===== config.mk =====
export PLATFORM = sky130hd
export DESIGN_NAME = vce_capture
export DESIGN_NICKNAME = d
export VERILOG_FILES = /design/src/rtl/vce_capture.sv
export SDC_FILE = /design/constraint.sdc
export NUM_CORES = 1
export LEC_CHECK = 0
export ABC_AREA = 1
export ABC_CLOCK_PERIOD_IN_PS = 1800
export BUFFER_PORTS_ARGS = -buffer_cell sky130_fd_sc_hd__buf_2
export CELL_PAD_IN_SITES_DETAIL_PLACEMENT = 1
export CELL_PAD_IN_SITES_GLOBAL_PLACEMENT = 1
export CORE_MARGIN = 8
export CORE_UTILIZATION = 39
export DETAILED_ROUTE_END_ITERATION = 16
export HOLD_SLACK_MARGIN = 0.02
export PLACE_DENSITY_LB_ADDON = 0.1
export SLEW_MARGIN = 10
export SYNTH_ARGS = -nofsm -noshare
export SYNTH_HDL_FRONTEND = slang
export SYNTH_SLANG_ARGS = --single-unit
export TNS_END_PERCENT = 50

===== constraint.sdc =====
create_clock -name clock -period 1.8 [get_ports clock]
set_input_delay 0.27 -clock clock [delete_from_list [all_inputs] [get_ports clock]]
set_output_delay 0.27 -clock clock [all_outputs]
set_load 0.1 [all_outputs]

===== src/rtl/vce_capture.sv =====
// vce_capture: samples the VCE pixel stream on clock_en, tracks sync timing and
// emits one registered frame-buffer write per active pixel (RGB333, linear addr).
module vce_capture #(
  parameter int H_START  = 40,
  parameter int H_ACTIVE = 256,
  parameter int V_START  = 14,
  parameter int V_ACTIVE = 240
) (
  input  logic        clock,
  input  logic        reset_N,
  input  logic        clock_en,
  input  logic [2:0]  VIDEO_R,
  input  logic [2:0]  VIDEO_G,
  input  logic [2:0]  VIDEO_B,
  input  logic        HSYNC_n,
  input  logic        VSYNC_n,
  output logic        pix_we,
  output logic [15:0] pix_addr,
  output logic [8:0]  pix_data,
  output logic        frame_start,
  output logic        frame_done,
  output logic        line_short,
  output logic [7:0]  frame_cnt
);

  localparam logic [2:0] S_SEEK   = 3'd0;
  localparam logic [2:0] S_VBLANK = 3'd1;
  localparam logic [2:0] S_HWAIT  = 3'd2;
  localparam logic [2:0] S_ACTIVE = 3'd3;
  localparam logic [2:0] S_HDONE  = 3'd4;
  localparam logic [2:0] S_VDONE  = 3'd5;

  localparam logic [15:0] HS16 = 16'(H_START);
  localparam logic [15:0] HA16 = 16'(H_ACTIVE);
  localparam logic [15:0] VS16 = 16'(V_START);
  localparam logic [15:0] VA16 = 16'(V_ACTIVE);

  logic [2:0]  state;
  logic        hs_q, vs_q;   // sync history, advanced only on pixel strobes
  logic [15:0] x, y;
  logic [15:0] cnt;          // HSYNC edges in VBLANK, pixel delay in HWAIT
  logic        hs_fall, vs_fall, last_y;
  logic [15:0] addr_c;

  assign hs_fall = clock_en & hs_q & ~HSYNC_n;
  assign vs_fall = clock_en & vs_q & ~VSYNC_n;
  assign last_y  = (y == VA16 - 16'd1);
  assign addr_c  = y * HA16 + x;

  // Capture FSM, counters and registered write port; pulses self-clear each clock.
  always_ff @(posedge clock or negedge reset_N) begin
    if (!reset_N) begin
      state       <= S_SEEK;
      hs_q        <= 1'b1;
      vs_q        <= 1'b1;
      x           <= '0;
      y           <= '0;
      cnt         <= '0;
      pix_we      <= 1'b0;
      pix_addr    <= '0;
      pix_data    <= '0;
      frame_start <= 1'b0;
      frame_done  <= 1'b0;
      line_short  <= 1'b0;
      frame_cnt   <= '0;
    end else begin
      pix_we      <= 1'b0;
      frame_start <= 1'b0;
      frame_done  <= 1'b0;
      line_short  <= 1'b0;
      if (clock_en) begin
        hs_q <= HSYNC_n;
        vs_q <= VSYNC_n;
        if (vs_fall) begin
          // VSYNC wins over a coincident HSYNC edge, which is then not counted
          frame_start <= 1'b1;
          x     <= '0;
          y     <= '0;
          cnt   <= '0;
          state <= S_VBLANK;
        end else begin
          case (state)
            S_VBLANK: if (hs_fall) begin
              if (cnt == VS16 - 16'd1) begin
                state <= S_HWAIT;
                cnt   <= '0;
              end else begin
                cnt <= cnt + 16'd1;
              end
            end
            S_HWAIT: begin
              if (hs_fall) begin
                cnt <= '0;                         // restart delay, same line
              end else if (cnt == HS16 - 16'd1) begin
                state <= S_ACTIVE;                 // this strobe is not captured
                cnt   <= '0;
                x     <= '0;
              end else begin
                cnt <= cnt + 16'd1;
              end
            end
            S_ACTIVE: begin
              if (hs_fall) begin
                // line cut short: drop the rest and move to the next line
                line_short <= 1'b1;
                x   <= '0;
                cnt <= '0;
                if (last_y) begin
                  state <= S_VDONE;
                end else begin
                  y     <= y + 16'd1;
                  state <= S_HWAIT;
                end
              end else begin
                pix_we   <= 1'b1;
                pix_addr <= addr_c;
                pix_data <= {VIDEO_R, VIDEO_G, VIDEO_B};
                if (x == HA16 - 16'd1) begin
                  state <= S_HDONE;
                  if (last_y) begin
                    frame_done <= 1'b1;
                    frame_cnt  <= frame_cnt + 8'd1;
                  end
                end else begin
                  x <= x + 16'd1;
                end
              end
            end
            S_HDONE: if (hs_fall) begin
              x   <= '0;
              cnt <= '0;
              if (last_y) begin
                state <= S_VDONE;
              end else begin
                y     <= y + 16'd1;
                state <= S_HWAIT;
              end
            end
            S_SEEK, S_VDONE: ;                     // only a VSYNC edge leaves
            default: state <= S_SEEK;
          endcase
        end
      end
    end
  end

endmodule


==> results.tsv <==
metric	value	unit
root buffer cell	clkbuf_16	
Yosys reg bits	90	
share of layout cells above drive strength 1	27.29	%
period utilization	104.6	%
CTS tree	done	
Die Wd	134.4	um
setup violators final	13	
Setup crit end kind	flop	
internal power consumption	5144	uW
max-slew violation count	0	
top cells by area, synth	dfrtp_1, nand2_1, nand3_1, nor2_1, inv_1	
Worst R2R Path Depth	12	
Post-synth EDFFs	0	
worst-skew pair later-pin latency	0.35	ns
post-synthesis sequential area ratio	41.21	%
Syn Area/Cell	6.988	um2
Antenna Violating Nets Remaining	0	
Die Ht	134.4	um
Crit path top cell by count	nand3_1	
I/O pins	51	
DRC Markers	0	
Initial DRC Count	261	
highest clock rate	531.1	MHz
combinational share of power	50.3	%
ant diodes	0	
prevailing post-synth register cell	dfrtp_1	
via density per instance	5.143	
worst r2r src	y[0]	
kind of cell adding the most delay to the critical path	simple AND/OR/NAND/NOR gates	
final hold slack	0.1134	ns
GR Overflow Total	0	
final worst setup slack	-0.08302	ns
hold path cells	3	
Peak VDD IR	632.4	uV
Async SR Flop Fraction	100.0	%
total leakage power	0.003712	uW
reg2reg end	y[1]	
initial antenna violation count	0	
reg-to-reg setup timing slack	-0.08	ns
Clock Skew	0.007976	ns
# rows	43	
vias	5693	
HPWL reported at the end of detailed placement	12800	um
synthesized cell area	5471	um2
All-Layer GR Usage	19.04	%
clock power share	19.9	%
slowest stage delay, CP	0.40	ns
Initial Util	39.73	%
largest net degree at the start of global routing	35	
full die area	18080	um2
Max-Cap Viols	0	
Core Box Area	13770	um2
CP startpoint kind	flop	
synth unique cells	34	
crit-path cells	buf_4 > ha_4 > nand2_4 > inv_2 > nand3_1 > nor2_1 > nand2_1 > nand2_2 > o21ai_4 > buf_12 > nand3_1 > o21ai_1	
PD cells	1383	nW/um2
sequential share of power	29.8	%
Synth area leader	dfrtp_1	
status	finished, violations left	
critical path depth	12	
CP max-delay cell	dfrtp_1	
RSZ-0062 raised after global routing	yes	
post-synth net total	810	
worst-case clock buffer depth	2	
Net Switching	5054	uW
Post-layout nets	949	
CTS Buf Count	9	
failing checks	negative setup slack	
hold path endpoint	pix_data[2]	
first-pass GRT wire length	28140	um
First-pass DRT Iterations	4	
Switching Share	49.56	%
Fin. Hold Viols	0	
worst hold path type	in -> reg	
RePlAce Congestion	0.8365	
critical path arrival	2.15	ns
# H-tree levels	3	
PortBufs	50	
P&R area growth vs syn	34.78	%
CP Buf/Inv Count	3	
Worst Setup Path Type	reg -> reg	
Cells after Synth	783	
total power	10200	uW
Synthesis Warnings	0	
HP Start	VIDEO_B[2]	
top cell type's share of synthesized area	40.25	%
worst-path fanout max	6	
Clock Pin Slew Worst Setup and Hold Paths	0.08	ns
Req. time, crit path	2.07	ns
CTS sink count	90	
Rel. slew slack	66.73	%
vias in the first global route	5803	
Wirelength per Cell	16.38	um
Tmin final	1.883	ns
worst slew pin tran	0.5025	ns
total routed wirelength	18130	um
-- worst reg2reg max path: cells and delay by family (launching register included) --
| kind | cells | cell delay, ns |
|---|---|---|
| adders and majority gates | 1 | 0.16 |
| and+or+nand+nor | 6 | 0.47 |
| AOI/OAI and AO/OA | 2 | 0.40 |
| buffers and inverters | 3 | 0.37 |
| DFF | 1 | 0.40 |
-- state kept, by name, indices dropped and copies added (netlist names) --
signal / count
hs_q: 1
frame_done: 1
line_short: 1
x: 16
vs_q: 1
pix_addr: 16
frame_start: 1
frame_cnt: 8
pix_data: 9
state: 3
cnt: 16
pix_we: 1
y: 16
-- logic make-up (layout without fill, tap and decap cells) --
logic type / after synthesis / after routing / share of synthesized area [%]
AND/OR/NAND/NOR: 491 / 492 / 38.60
buffers and inverters: 106 / 249 / 7.706
flip-flops: 90 / 90 / 41.21
AO/OA/AOI/OAI: 61 / 61 / 5.854
XOR/XNOR: 22 / 22 / 3.522
adder cells (fa/ha/maj): 13 / 13 / 3.110
-- power groups by stage --
stage	combinational, uW	sequential (uW)	clock (uW)
finish	5130	3040	2030
global placement	4590	2990	0
CTS	4740	2990	2070
global route	5520	3110	2140
floorplan	1590	4710	0
detailed placement	4710	3020	0
-- area by class of cell --
cell class                 count  area [um2]
timing repair buffer         144        1127
tap                          180       225.2
inverter                      89       339.1
sequential                    90        2262
clock inverter                 7       83.83
multi-input combinational    588        3112
fill                        1769        6399
clock buffer                   9       225.2
-- routing by layer --
layer	up-vias	part of all wire, %	global-route usage, %
li1	2780	-	-
met1	2813	46	24.27
met2	78	48	32.06
met3	22	3.5	2.842
met4	0	1.6	6.675
met5	-	0	0
-- cell usage after synthesis (5+ instances only) --
cell       n
a21oi_1    8
buf_2      7
dfrtp_1   88
ha_1      12
inv_1     86
nand2_1  254
nand3_1   78
nand3_2    5
nand4_1   15
nor2_1    97
nor3_1    22
o21ai_0   36
o21ai_1    9
xnor2_1    6
xor2_1    16
-- repair_timing --
action,4_1_cts,5_1_grt
gates cloned,1,5
setup endpoints to repair,10,71
resized for setup,9,106
hold buffers,1,0
pin swaps,2,26
buffers inserted,1,20
endpoints found under the hold margin,27,0
-- worst max-delay path by stage --
| stage | slack [ns] | end | start |
|---|---|---|---|
| finish | -0.08 | y[1] | y[0] |
| global placement | -0.02 | frame_cnt[3] | y[0] |
| floorplan | -0.01 | frame_cnt[6] | frame_cnt[1] |
| global route | -0.23 | pix_addr[14] | y[0] |
| CTS | -0.009 | cnt[9] | cnt[0] |
| detailed placement | -0.21 | frame_cnt[1] | y[0] |
-- through the flow --
stage / cells / setup slack (ns) / cell area (um2) / utilization (%) / setup TNS (ns)
2_1_floorplan: 783 / -0.01490 / 5474 / - / -0.01490
3_3_place_gp: 1064 / -0.01539 / 6462 / 46.92 / -0.07752
3_5_place_dp: 1064 / -0.2059 / 6462 / 46.92 / -1.164
4_1_cts: 1083 / -0.009351 / 6820 / 49.52 / -0.009351
5_1_grt: 1107 / -0.2311 / 7375 / 53.54 / -3.355
6_report: 1107 / -0.08302 / 7375 / 53.54 / -0.5369
-- cell usage in the layout (no fill, tap or decap), drive strengths merged, types with 2 or more instances in the layout --
cell | Yosys | final
clkbuf | 4 | 12
a21oi | 8 | 8
dfrtp | 88 | 88
nand3 | 83 | 83
nor2 | 105 | 105
nor3 | 22 | 22
inv | 89 | 93
nand2 | 256 | 257
xnor2 | 6 | 6
o22ai | 2 | 2
nand3b | 3 | 3
dfstp | 2 | 2
buf | 13 | 140
nand4 | 15 | 15
o21bai | 2 | 2
nor4 | 2 | 2
or2 | 2 | 2
ha | 12 | 12
o21ai | 45 | 45
a31oi | 2 | 2
and2 | 2 | 2
xor2 | 16 | 16
Note: power is estimated with default switching activity, not from simulation.
